$ cat src/rtl/alu_issue_pkg.sv
// Shared widths, FSM state type and the command record used by the ALU issue controller.
package alu_issue_pkg;
  localparam int DATA_W = 8;
  localparam int OP_W   = 4;
  localparam int CMD_W  = OP_W + 2*DATA_W;

  typedef enum logic [1:0] {IDLE, EXEC, HOLD} state_t;

  typedef struct packed {
    logic [OP_W-1:0]   op;
    logic [DATA_W-1:0] a;
    logic [DATA_W-1:0] b;
  } cmd_t;
endpackage

$ cat src/rtl/alu_issue_ctrl_if.sv
// Command and result handshakes between a requester and the ALU issue controller.
interface alu_issue_ctrl_if;
  import alu_issue_pkg::*;

  logic              cmd_valid;
  logic              cmd_ready;
  logic [OP_W-1:0]   cmd_op;
  logic [DATA_W-1:0] cmd_a;
  logic [DATA_W-1:0] cmd_b;
  logic              res_valid;
  logic              res_ready;
  logic [DATA_W-1:0] res_data;
  logic [OP_W-1:0]   res_op;

  modport master (
    output cmd_valid, cmd_op, cmd_a, cmd_b, res_ready,
    input  cmd_ready, res_valid, res_data, res_op
  );

  modport slave (
    input  cmd_valid, cmd_op, cmd_a, cmd_b, res_ready,
    output cmd_ready, res_valid, res_data, res_op
  );
endinterface

$ cat src/rtl/cmd_fifo.sv
// Synchronous FIFO, registered pointers with an extra wrap bit; no write-to-read bypass.
module cmd_fifo #(
  parameter int WIDTH = 20,
  parameter int DEPTH = 4
) (
  input  logic             clk,
  input  logic             rst_n,
  input  logic             push,
  input  logic [WIDTH-1:0] wdata,
  input  logic             pop,
  output logic [WIDTH-1:0] rdata,
  output logic             full,
  output logic             empty
);
  localparam int AW = $clog2(DEPTH);

  logic [WIDTH-1:0] mem [DEPTH];
  logic [AW:0]      wptr, rptr;
  logic             do_push, do_pop;

  assign empty   = (wptr == rptr);
  assign full    = (wptr[AW] != rptr[AW]) && (wptr[AW-1:0] == rptr[AW-1:0]);
  assign do_push = push && !full;
  assign do_pop  = pop && !empty;
  assign rdata   = mem[rptr[AW-1:0]];

  always_ff @(posedge clk or negedge rst_n) begin
    if (!rst_n) begin
      wptr <= '0;
      rptr <= '0;
    end else begin
      if (do_push) wptr <= wptr + 1'b1;
      if (do_pop)  rptr <= rptr + 1'b1;
    end
  end

  // Storage needs no reset: pointers alone define which entries are live.
  always_ff @(posedge clk) begin
    if (do_push) mem[wptr[AW-1:0]] <= wdata;
  end
endmodule

$ cat src/rtl/alu_issue_ctrl.sv
// Buffers ALU commands, drives one command per EXEC cycle into an external ALU, holds results for handshake.
module alu_issue_ctrl
  import alu_issue_pkg::*;
#(
  parameter int FIFO_DEPTH = 4
) (
  input  logic              clk,
  input  logic              rst_n,
  alu_issue_ctrl_if.slave   bus,
  output logic [DATA_W-1:0] alu_a,
  output logic [DATA_W-1:0] alu_b,
  output logic [OP_W-1:0]   alu_ctrl,
  input  logic [DATA_W-1:0] alu_result,
  output logic              busy,
  output logic [7:0]        done_count
);
  state_t           state, state_n;
  cmd_t             head, opnd;
  logic [CMD_W-1:0] rdata;
  logic             full, empty, pop, push;

  // Gated by rst_n so the requester sees not-ready while reset is held.
  assign bus.cmd_ready = rst_n && !full;
  assign push          = bus.cmd_valid && bus.cmd_ready;
  assign head          = cmd_t'(rdata);

  cmd_fifo #(.WIDTH(CMD_W), .DEPTH(FIFO_DEPTH)) u_fifo (
    .clk   (clk),
    .rst_n (rst_n),
    .push  (push),
    .wdata ({bus.cmd_op, bus.cmd_a, bus.cmd_b}),
    .pop   (pop),
    .rdata (rdata),
    .full  (full),
    .empty (empty)
  );

  always_comb begin
    state_n = state;
    pop     = 1'b0;
    case (state)
      IDLE: if (!empty) begin
        pop     = 1'b1;
        state_n = EXEC;
      end
      EXEC: state_n = HOLD;
      HOLD: if (bus.res_ready) begin
        pop     = !empty;
        state_n = empty ? IDLE : EXEC;
      end
      default: state_n = IDLE;
    endcase
  end

  always_ff @(posedge clk or negedge rst_n) begin
    if (!rst_n) begin
      state         <= IDLE;
      opnd          <= '0;
      bus.res_valid <= 1'b0;
      bus.res_data  <= '0;
      bus.res_op    <= '0;
      done_count    <= '0;
    end else begin
      state <= state_n;
      if (pop) opnd <= head;
      if (state == EXEC) begin
        bus.res_data  <= alu_result;
        bus.res_op    <= opnd.op;
        bus.res_valid <= 1'b1;
      end else if (state == HOLD && bus.res_ready) begin
        bus.res_valid <= 1'b0;
        done_count    <= done_count + 8'd1;
      end
    end
  end

  // Operand registers only change on a pop, so the ALU inputs stay put outside EXEC.
  assign alu_a    = opnd.a;
  assign alu_b    = opnd.b;
  assign alu_ctrl = opnd.op;
  assign busy     = (state != IDLE) || !empty;
endmodule

$ cat src/flat_wrapper.sv
// flat-port wrapper written by rule: the top's interface ports become plain ports
module alu_issue_ctrl_flat import alu_issue_pkg::*;
#(
  parameter int FIFO_DEPTH = 4
)
  (clk, rst_n, alu_a, alu_b, alu_ctrl, alu_result, busy, done_count, bus_cmd_valid, bus_cmd_op, bus_cmd_a, bus_cmd_b, bus_res_ready, bus_cmd_ready, bus_res_valid, bus_res_data, bus_res_op);
  alu_issue_ctrl_if bus_i ();
  input  logic clk;
  input  logic rst_n;
  output logic [DATA_W-1:0] alu_a;
  output logic [DATA_W-1:0] alu_b;
  output logic [OP_W-1:0] alu_ctrl;
  input  logic [DATA_W-1:0] alu_result;
  output logic busy;
  output logic [7:0] done_count;
  input wire logic [$bits(bus_i.cmd_valid)-1:0] bus_cmd_valid;
  input wire logic [$bits(bus_i.cmd_op)-1:0] bus_cmd_op;
  input wire logic [$bits(bus_i.cmd_a)-1:0] bus_cmd_a;
  input wire logic [$bits(bus_i.cmd_b)-1:0] bus_cmd_b;
  input wire logic [$bits(bus_i.res_ready)-1:0] bus_res_ready;
  output wire logic [$bits(bus_i.cmd_ready)-1:0] bus_cmd_ready;
  output wire logic [$bits(bus_i.res_valid)-1:0] bus_res_valid;
  output wire logic [$bits(bus_i.res_data)-1:0] bus_res_data;
  output wire logic [$bits(bus_i.res_op)-1:0] bus_res_op;
  assign bus_i.cmd_valid = bus_cmd_valid;
  assign bus_i.cmd_op = bus_cmd_op;
  assign bus_i.cmd_a = bus_cmd_a;
  assign bus_i.cmd_b = bus_cmd_b;
  assign bus_i.res_ready = bus_res_ready;
  assign bus_cmd_ready = bus_i.cmd_ready;
  assign bus_res_valid = bus_i.res_valid;
  assign bus_res_data = bus_i.res_data;
  assign bus_res_op = bus_i.res_op;
  alu_issue_ctrl #(.FIFO_DEPTH(FIFO_DEPTH)) u_core (.clk(clk), .rst_n(rst_n), .bus(bus_i), .alu_a(alu_a), .alu_b(alu_b), .alu_ctrl(alu_ctrl), .alu_result(alu_result), .busy(busy), .done_count(done_count));
endmodule
$ cat config.mk
export PLATFORM = sky130hd
export DESIGN_NAME = alu_issue_ctrl_flat
export DESIGN_NICKNAME = d
export VERILOG_FILES = /design/src/rtl/alu_issue_pkg.sv /design/src/rtl/alu_issue_ctrl_if.sv /design/src/rtl/cmd_fifo.sv /design/src/rtl/alu_issue_ctrl.sv /design/src/flat_wrapper.sv
export SDC_FILE = /design/constraint.sdc
export NUM_CORES = 1
export LEC_CHECK = 0
export CORE_ASPECT_RATIO = 0.75
export CORE_UTILIZATION = 40
export DETAILED_ROUTE_END_ITERATION = 7
export GPL_ROUTABILITY_DRIVEN = 0
export PLACE_DENSITY = 0.65
export SLEW_MARGIN = 20
export SYNTH_ARGS = -nofsm -noshare
export SYNTH_HDL_FRONTEND = slang
export SYNTH_SLANG_ARGS = --single-unit
$ cat constraint.sdc
create_clock -name clk -period 2.8 [get_ports clk]
set_input_delay 0.56 -clock clk [delete_from_list [all_inputs] [get_ports clk]]
set_output_delay 0.56 -clock clk [all_outputs]
set_load 0.03 [all_outputs]
==> results of run 1 <==
## cells in the final DEF (no fill, tap or decap), types with 2 or more instances in the layout
master	Yosys	routed
and2_1	5	5
buf_4	0	12
bufinv_16	0	3
clkbuf_16	0	17
clkdlybuf4s50_1	0	71
clkinv_2	0	3
clkinvlp_4	0	3
dfrtp_1	49	48
edfxtp_1	80	80
ha_1	6	6
inv_1	2	2
inv_6	0	3
mux2_2	32	32
mux4_2	20	20
nand2_1	7	7
nand3_1	4	4
nand4_1	2	2
nor2_1	2	2
nor2b_1	2	2
xnor2_1	11	11
xor2_1	4	4
## stage by stage
stage	worst slack [ns]	util (%)	cell area, sq um	power [uW]
2_1_floorplan	0.728	-	4910	4740
3_3_place_gp	0.491	49.8	5870	5670
3_5_place_dp	0.429	49.8	5870	5720
4_1_cts	0.548	54.9	6470	7970
5_1_grt	0.439	54.9	6470	8250
6_report	0.570	54.9	6470	7860
## cells in the mapped netlist (3+ instances only)
library cell and count:
mux4_2 20, nand2_1 7, edfxtp_1 80, xor2_1 4, and2_1 5, buf_2 3, xnor2_1 11, clkbuf_1 3
mux2_2 32, nand3_1 4, dfrtp_1 49, ha_1 6
## power groups by stage
stage / sequential (uW) / clock, uW / combinational [uW]
after floorplan: 3330 / 0 / 1400
after global placement: 2830 / 0 / 2840
after detailed placement: 2850 / 0 / 2870
after CTS: 2820 / 2270 / 2880
after global routing: 2870 / 2340 / 3040
final: 2810 / 2210 / 2840
## state kept, by name, summed over array words and instances, names as in the netlist
name	count
u_core.u_fifo.wptr	3
u_core.u_fifo.rptr	3
u_core.alu_b	8
u_core.bus.res_data	8
u_core.bus.res_op	4
u_core.state	2
u_core.done_count	8
u_core.alu_ctrl	4
u_core.bus.res_valid	1
u_core.alu_a	8
u_core.u_fifo.mem	80
## cell type report
cell class	instances	area, sq um	area share [%]
clock buffer	19	443	6.84
clock inverter	13	158	2.44
inverter	2	7.51	0.116
multi-input combinational	106	1230	19.0
sequential	129	3630	56.1
tap	162	203	3.13
timing repair buffer	84	806	12.4
## kinds of logic after synthesis
family | synth area share, %
AOI/OAI and AO/OA | 1.07
adders and majority gates | 1.53
xor gates and xnor gates | 2.67
and+or+nand+nor | 2.98
muxes | 16.7
DFF | 73.9
buffers and inverters | 1.15
## metal layers
metal  global-route usage (%)  share of wire, %  up-vias
li1                         -                 -     1133
met1                     21.0                45     1264
met2                     23.4                47       85
met3                     4.66               6.2       12
met4                     6.98               1.4        0
met5                        0                 0        -
## worst max path at each step
| stage | slack [ns] | from | depth (start not counted) | endpoint |
|---|---|---|---|---|
| 2_1_floorplan | 0.73 | u_core.u_fifo.rptr[0] | 3 | bus_cmd_ready |
| 3_3_place_gp | 0.49 | bus_cmd_valid | 5 | u_core.u_fifo.mem[3][3] |
| 3_5_place_dp | 0.43 | bus_cmd_valid | 5 | u_core.u_fifo.mem[1][3] |
| 4_1_cts | 0.55 | u_core.u_fifo.wptr[1] | 4 | bus_cmd_ready |
| 5_1_grt | 0.44 | u_core.u_fifo.wptr[1] | 4 | busy |
| 6_report | 0.57 | u_core.u_fifo.wptr[1] | 4 | bus_cmd_ready |
## critical path: cells and delay by family, from the launching register on
family | cells | cell delay (ns)
AOI/OAI and AO/OA | 1 | 0.09
buffers and inverters | 1 | 0.18
DFF | 1 | 0.41
and+or+nand+nor | 1 | 0.21
xor gates and xnor gates | 1 | 0.37
==> impl_metrics.toml, run 1 <==
[clock_network]
post_cts_buffers = 0
cts_hold_buf = 0
cts_tree = "yes"
cts_max_level = 4
cts_resized = 0
clk_pin_slew_ns = 0.06
cts_buffers = 17
insertion_delay_ns = 0.41
clock_path_buffers = 2
cts_sinks = 129
root_buffer = "clkbuf_16"

[route]
wirelength_um = 8830
firstDrtPassIters = 4
wl_per_cell_um = 17.2
dr_total_vias = 2494
detail-route-antenna-nets = 0
drt_iter0_markers = 120
viasPerCell = 4.84
drc_errors = 0

[power_and_ir_drop]
vdd_drop_max_v = 0.000595
p_switching_uw = 2510
p_clk_share_pct = 28.2
power.leakage_uw = 0.00237
p_int_uw = 5350
comb_power_share_pct = 36.1
power_density_mw_per_mm2 = 1210
swShare_pct = 31.9
seqPwrFrac_pct = 35.8

[setup_path]
slowest_delay_ns = 0.41
r2r_cells = 4
arrival_ns = 1.67
worstReg2RegStart = "u_core.u_fifo.wptr[1]"
cp.required_ns = 2.24
start_kind = "flop"
crit_chain = "xnor2_1 > and2_1 > a21boi_0 > buf_4"
critPathMaxFanout = 4
r2r_slack_ns = 0.81
path_class = "flop to output port"
r2r-end = "u_core.u_fifo.mem[1][12]"
end_kind = "output port"
worst_path_max_delay_cell = "dfrtp_1"

[die]
fp.coreArea_sq_mm = 0.0118
initial_core_util_pct = 41.7
rows = 34
die_h_um = 98.0
io_pins = 75
die-area_sq_mm = 0.0127
die_w_um = 130

[job]
drv_cap = 0

[timing]
clock_skew_ns = 0.00955
rsz0062_at_grt = "no"
worst_pin_slew_ns = 0.657
setup_viol = 0
final_max_slew_viol_count = 0
tns_ns = 0
period_minus_slack_ns = 2.23
whs_ns = 0.319
slew_headroom_pct = 56.2
finalHoldViolCount = 0
fmax_mhz = 449
period_share_pct = 79.6

[final_layout]
drive_gt1_share_pct = 27.8
syn_to_final_growth_pct = 31.8
fin_cells = 515
n_fill_cell = 936
finalNetCount = 378
num_antenna_cells = 0

[global_route]
grt_max_degree = 50
first_global_vias = 2649
antenna_found_initial = 0
grt_first_pass_wirelength_um = 14200
grtUsageTotal_pct = 15.6
overflow = 0

[yosys]
post-synth-top-area-cell = "edfxtp_1"
yosysWarningCount = 0
syn_area_per_cell_sq_um = 20.0
synthArstFlopShare_pct = 38.0
synthTopCellsByArea = "edfxtp_1 49%, dfrtp_1 25%, mux4_2 9.2%, mux2_2 7.3%, xnor2_1 2.0%"
synth_top_area_share_pct = 48.9
synthCells = 245
syn_nets = 283
synth_seq_area_share_pct = 73.9
yosysUniqueCellTypes = 28
synth_edf_count = 80
yosys_most_used_dff = "edfxtp_1"
netlist_area_sq_mm = 0.00491
ys_seq_elements = 129

[placement]
dp.cells = 483
port_buffers = 74
place_hpwl_um = 5370

[worst_hold_path]
hold_path_class = "input port to async pin"

[status]
status = "complete, no violations"
(Power assumes the default switching activity.)
==> inputs of run 2 (changes only) <==
clock period = 2.32 ns   (was 2.8 ns; I/O delays follow)
==> run 2 against run 1 <==
Net effect: clock skew fell by 0.0014 ns; global-route usage fell by 0.17 points; sequential cell count did not move.
==> impl_metrics.toml, run 2 (same netlist as run 1, synthesis figures left out) <==
[power_and_ir_drop]
vdd_drop_max_v = 0.000604
power.leakage_uw = 0.00236
power_density_mw_per_mm2 = 1440

[timing]
fmax_mhz = 458
setup_slack_ns = 0.138
worst_pin_slew_ns = 0.640
setup_viol = 0
rsz0062_at_grt = "no"
tns_ns = 0
slew_headroom_pct = 57.4
final_max_slew_viol_count = 0
finalHoldViolCount = 0
clock_skew_ns = 0.00818
period_minus_slack_ns = 2.18
whs_ns = 0.255
period_share_pct = 94.0

[die]
io_pins = 75
rows = 34
die_w_um = 130
fp.coreArea_sq_mm = 0.0118
initial_core_util_pct = 41.7
die-area_sq_mm = 0.0127
die_h_um = 98.0

[placement]
place_hpwl_um = 5320
preCtsSetupSlack_ns = 0.201
port_buffers = 74

[final_layout]
final_util_pct = 55.0
finalNetCount = 379
final_common_cell = "edfxtp_1"
layout_common_cells = "80 x edfxtp_1, 71 x clkdlybuf4s50_1, 48 x dfrtp_1"
largest_reg_flops = 80
num_antenna_cells = 0
syn_to_final_growth_pct = 32.0
drive_gt1_share_pct = 26.6

[setup_path]
worstReg2RegStart = "u_core.u_fifo.rptr[0]"
path_class = "flop to output port"
start_kind = "flop"
crit_start = "u_core.u_fifo.wptr[0]"
arrival_ns = 1.72
end_kind = "output port"
critPathMaxFanout = 4
cp.required_ns = 1.86

[global_route]
antenna_found_initial = 0
first_global_vias = 2645
grt_max_degree = 50
overflow = 0
grtUsageTotal_pct = 15.4
grt_first_pass_wirelength_um = 14100

[clock_network]
cts_max_level = 4
clock_path_buffers = 2
cts_tree = "yes"
cts_resized = 0
clk_pin_slew_ns = 0.05
post_cts_buffers = 0
root_buffer = "clkbuf_16"
insertion_delay_ns = 0.41
cts_buffers = 17
cts_hold_buf = 0
cts_sinks = 129

[route]
detail-route-antenna-nets = 0
drt_iter0_markers = 184
firstDrtPassIters = 5
dr_total_vias = 2476
drc_errors = 0
wirelength_um = 8620
viasPerCell = 4.81
wl_per_cell_um = 16.7

[status]
status = "complete, no violations"

[job]
drv_cap = 0

[worst_hold_path]
hold_path_class = "input port to async pin"
[run 2: path summary, 6_finish.rpt]
kind | end | slack [ns] | depth (start not counted)
setup reg to reg | u_core.alu_a[5] | 0.57 | 3
hold / removal | u_core.bus.res_data[5] | 0.26 | 2
setup / recovery | bus_cmd_ready | 0.14 | 4
min in group clk | u_core.done_count[7] | 0.47 | 1
max in group asynchronous | u_core.u_fifo.rptr[0] | 1.61 | 2
hold reg to reg | u_core.done_count[7] | 0.47 | 1
[run 2: metal layers]
layer  vias to the layer above  global-route usage (%)  share of wire [%]
li1                       1138                       -                  -
met1                      1255                    20.2                 48
met2                        72                    23.6                 46
met3                        11                    5.37                5.3
met4                         0                    5.90                1.2
met5                         -                       0                  0
[run 2: per-stage QoR]
step / instance area, sq um / power [uW] / cells
after detailed placement: 5940 / 6990 / 484
after global routing: 6480 / 9860 / 515
final: 6480 / 9360 / 515
after CTS: 6480 / 9480 / 515
after global placement: 5940 / 6920 / 484
after floorplan: 4910 / 5710 / 245
[run 2: area by class of cell]
cell class                      count  area (sq um)
Clock inverter                      8          92.6
Fill cell                         911          5300
Multi-Input combinational cell    106          1230
Sequential cell                   129          3630
Clock buffer                       23           448
Tap cell                          162           203
Timing Repair Buffer               85           876
Inverter                            2          7.51
[run 2: report_power, final]
part / switching, uW / internal [uW] / leakage, uW / total (uW)
Combinational: 1750 / 1760 / 0.000790 / 3520
Clock: 892 / 1560 / 0.000265 / 2460
Sequential: 336 / 3050 / 0.00131 / 3390
[run 2: worst max-delay path: stages, from the launching register on]
cell and delay (ns):
dfrtp_1 0.42, xnor2_1 0.20, and2_1 0.20, a21boi_0 0.27, buf_4 0.22
==> edit 1 (config.mk and constraints of run 2) <==
Reset style: synchronous (`rst_n`), changed in 2 clocked blocks.
--- a/src/rtl/cmd_fifo.sv
+++ b/src/rtl/cmd_fifo.sv
@@ -26,3 +26,3 @@
 
-  always_ff @(posedge clk or negedge rst_n) begin
+  always_ff @(posedge clk) begin
     if (!rst_n) begin
--- a/src/rtl/alu_issue_ctrl.sv
+++ b/src/rtl/alu_issue_ctrl.sv
@@ -54,3 +54,3 @@
 
-  always_ff @(posedge clk or negedge rst_n) begin
+  always_ff @(posedge clk) begin
     if (!rst_n) begin
Function: differs if rst_n is asserted again (counterexample within 4 cycles, from zero or initial values and one cycle with rst_n low); with rst_n held inactive, the same outputs for 10 cycles.
==> edit 1 against run 2 <==
- die area is 1.8% higher
- clock skew is 0.0027 ns higher
- critical path type unchanged
- final area is 2.0% higher
- hold slack better by 0.16 ns
- routed wire length is 12% higher
- total power is 15% lower
- synthesized area is 1.8% higher
- sequential cell count stayed put
- core utilization is 0.70 points higher
- final cell count is 19% higher
- largest power group is now registers
- setup slack better by 0.075 ns
==> edit 1: results (changes against run 2) <==
| Metric | Value |
|---|---|
| FMAX | 475 MHz (was 458 MHz) |
| Post-Place Setup Slack | 0.102 ns (was 0.201 ns) |
| Complex-gate fraction of the synthesized area | 3.35% (was 1.07%) |
| Commonest cells in the netlist | sky130_fd_sc_hd__edfxtp_1 (80), sky130_fd_sc_hd__nand2_1 (78), sky130_fd_sc_hd__dfxtp_1 (49), sky130_fd_sc_hd__mux2i_1 (27), sky130_fd_sc_hd__mux4_2 (20) (was sky130_fd_sc_hd__edfxtp_1 (80), sky130_fd_sc_hd__dfrtp_1 (49), sky130_fd_sc_hd__mux2_2 (32), sky130_fd_sc_hd__mux4_2 (20), sky130_fd_sc_hd__xnor2_1 (11)) |
| Tot GR Track Use | 16.3% (was 15.4%) |
| Worst r2r dst | u_core.alu_ctrl[3]$_SDFFE_PN0P_ (was u_core.alu_a[5]$_DFFE_PN0P_) |
| Grt met1 use | 21.8% (was 20.2%) |
| Max-slew headroom at the worst pin | 45.9% (was 57.4%) |
| Multiplexer share of the synthesized area | 14.4% (was 16.7%) |
| Hpwl dp | 5.98 mm (was 5.32 mm) |
| R2R setup slack | 0.41 ns (was 0.57 ns) |
| Met1 layer wirelength in the final routing | 4.77 mm (was 4.11 mm) |
| Number of placed instances, taps included | 582 (was 484) |
| Proportion of power drawn by flip-flops and latches | 36.9% (was 36.2%) |
| Vias in the first global route | 3067 (was 2645) |
| Met3 Usage GRT | 4.68% (was 5.37%) |
| Per-cell routed wire length | 15.7 um (was 16.7 um) |
| Power of the sequential group | 2950 uW (was 3390 uW) |
| DRT iter0 DRCs | 150 (was 184) |
| Netlist cell types | 35 (was 28) |
| Switching part of the total power | 31.2% (was 31.8%) |
| Iteration count of the initial detailed-routing pass | 4 (was 5) |
| Post-layout net count | 477 (was 379) |
| First-pass GRT wire length | 15.9 mm (was 14.1 mm) |
| Vias per inst | 4.98 (was 4.81) |
| Capturing element of the worst setup path | busy (was bus_cmd_ready) |
| Status | completed (unchanged) |
| Share of flip-flops with an asynchronous set or reset after synthesis | 0% (was 38.0%) |
| Met3 WL post-DR | 406 um (was 456 um) |
| Net count of the mapped netlist | 388 (was 283) |
| Layout cell share with drive strength beyond 1 | 15.7% (was 26.6%) |
==> edit 1: layout make-up <==
type | instances | area [um^2] | area share (%)
sequential | 129 | 3380 | 51.2
multi-input combinational | 197 | 1510 | 22.8
timing repair buffer | 88 | 886 | 13.4
tap | 162 | 203 | 3.06
clock inverter | 14 | 181 | 2.74
inverter | 6 | 22.5 | 0.341
clock buffer | 18 | 429 | 6.49
==> edit 1: critical path, stage by stage, from the launching register on <==
cell and delay [ns]:
sky130_fd_sc_hd__dfxtp_1 0.36, sky130_fd_sc_hd__xnor2_1 0.40, sky130_fd_sc_hd__and3_1 0.25, sky130_fd_sc_hd__nand2_1 0.06, sky130_fd_sc_hd__buf_4 0.17
==> edit 1: cells by family after synthesis <==
kind of cell | after synthesis
xor gates and xnor gates | 5
DFF | 129
and+or+nand+nor | 110
AOI/OAI and AO/OA | 29
buffers and inverters | 24
adders and majority gates | 6
muxes | 47
==> edit 2 (flow settings as in run 2) <==
Made on the original files. Set the package constant `OP_W` to 3 (it was 4).
--- a/src/rtl/alu_issue_pkg.sv
+++ b/src/rtl/alu_issue_pkg.sv
@@ -3,3 +3,3 @@
   localparam int DATA_W = 8;
-  localparam int OP_W   = 4;
+  localparam int OP_W   = 3;
   localparam int CMD_W  = OP_W + 2*DATA_W;
Ports: changed (resized alu_ctrl, bus_cmd_op and bus_res_op); port bits go from 75 to 72. The function was not compared with the original's and may differ.
==> edit 2 against run 2 <==
- sequential power fell by 5%
- sequential share of layout area shrank 0.83 points
- synthesized area decreased by 4.8%
- combinational power fell by 5%
- routed wire length is 3.5% lower
- final area is 3.3% lower
- global-route usage rose by 0.13 points
- sequential cell count is 6 lower
- highest routed layer unchanged
- core utilization increased by 1.2 points
- register-to-register slack better by 0.04 ns
- setup slack gained 0.087 ns
- total power decreased by 1.3%
==> edit 2: results (changes against run 2) <==
| Metric | Value |
|---|---|
| R2R setup slack | 0.61 ns (was 0.57 ns) |
| First-pass GRT wire length | 13.3 mm (was 14.1 mm) |
| Count of mapped cells out of synthesis | 235 (was 245) |
| Layout cell share with drive strength beyond 1 | 27.4% (was 26.6%) |
| R2R Path Start | u_core.u_fifo.wptr[0]$_DFFE_PN0P_ (was u_core.u_fifo.rptr[0]$_DFFE_PN0P_) |
| Final hold slack | 0.225 ns (was 0.255 ns) |
| XOR/XNOR Fraction of Synth Area | 2.81% (was 2.67%) |
| Status | completed (unchanged) |
| Hpwl dp | 5.18 mm (was 5.32 mm) |
| End-of-flow core utilization | 56.3% (was 55.0%) |
| Per-cell routed wire length | 17.2 um (was 16.7 um) |
| Critical path arrival | 1.63 ns (was 1.72 ns) |
| Share of power burned in combinational logic | 36.2% (was 37.6%) |
| Commonest cells in the netlist | sky130_fd_sc_hd__edfxtp_1 (76), sky130_fd_sc_hd__dfrtp_1 (47), sky130_fd_sc_hd__mux2_2 (31), sky130_fd_sc_hd__mux4_2 (19), sky130_fd_sc_hd__xnor2_1 (11) (was sky130_fd_sc_hd__edfxtp_1 (80), sky130_fd_sc_hd__dfrtp_1 (49), sky130_fd_sc_hd__mux2_2 (32), sky130_fd_sc_hd__mux4_2 (20), sky130_fd_sc_hd__xnor2_1 (11)) |
| Cell types with the largest area share after synthesis | sky130_fd_sc_hd__edfxtp_1 (49%), sky130_fd_sc_hd__dfrtp_1 (25%), sky130_fd_sc_hd__mux4_2 (9.2%) (unchanged) |
| DRT iter0 DRCs | 142 (was 184) |
| Count of flip-flops with a built-in enable after synthesis | 76 (was 80) |
| Tot GR Track Use | 15.5% (was 15.4%) |
| FMAX | 477 MHz (was 458 MHz) |
| Vias per inst | 4.94 (was 4.81) |
| Largest net degree at the start of global routing | 48 (was 50) |
| Iteration count of the initial detailed-routing pass | 4 (was 5) |
| Vias in the first global route | 2437 (was 2645) |
| Flip-flop count of the largest register after layout | 76 (was 80) |
| Complex-gate fraction of the synthesized area | 0.883% (was 1.07%) |
| Share of flip-flops with an asynchronous set or reset after synthesis | 38.2% (was 38.0%) |
| Total detailed-routing wirelength | 8.32 mm (was 8.62 mm) |
| Worst r2r dst | u_core.u_fifo.wptr[2]$_DFFE_PN0P_ (was u_core.alu_a[5]$_DFFE_PN0P_) |
| Sequential element share of the synthesized area | 74.0% (was 73.9%) |
| Fin Clk Skew | 0.00963 ns (was 0.00818 ns) |
| Post-place instance area | 0.00566 mm^2 (was 0.00594 mm^2) |
| Adder and majority cell fraction of the synthesized area | 1.61% (was 1.53%) |
| Logic depth of the worst register-to-register path | 6 (was 3) |
| Peak supply drop | 0.712 mV (was 0.604 mV) |
[edit 2: cell count changes in the layout (fill, tap and decap cells not counted), sizes merged]
cell,change
edfxtp,-4
bufinv,+1
dfrtp,-2
mux4,-1
buf,+1
clkinv,-1
clkdlybuf4s50,-3
clkbuf,+1
mux2,-2
[edit 2: worst reg2reg max path: cells and delay by family, from the launching register on]
| kind | cells | cell delay, ns |
|---|---|---|
| compound gates | 1 | 0.14 |
| simple gates | 1 | 0.17 |
| flops | 1 | 0.42 |
| buf+inv | 2 | 0.36 |
| xor+xnor | 2 | 0.50 |
[edit 2: layout make-up]
class | count | share of cell area [%]
repair buffers | 83 | 13.4
clock inverters | 8 | 1.84
inverters | 2 | 0.120
well taps | 140 | 2.79
flip-flops and latches | 123 | 55.1
clock buffers | 24 | 7.84
multi-input cells | 103 | 18.9
[edit 2: routing by layer]
layer / track usage [%] / wire [um]
met1: 21.6 / 4110
met2: 22.2 / 3730
met3: 4.60 / 370
met4: 8.04 / 114
met5: 0 / 0
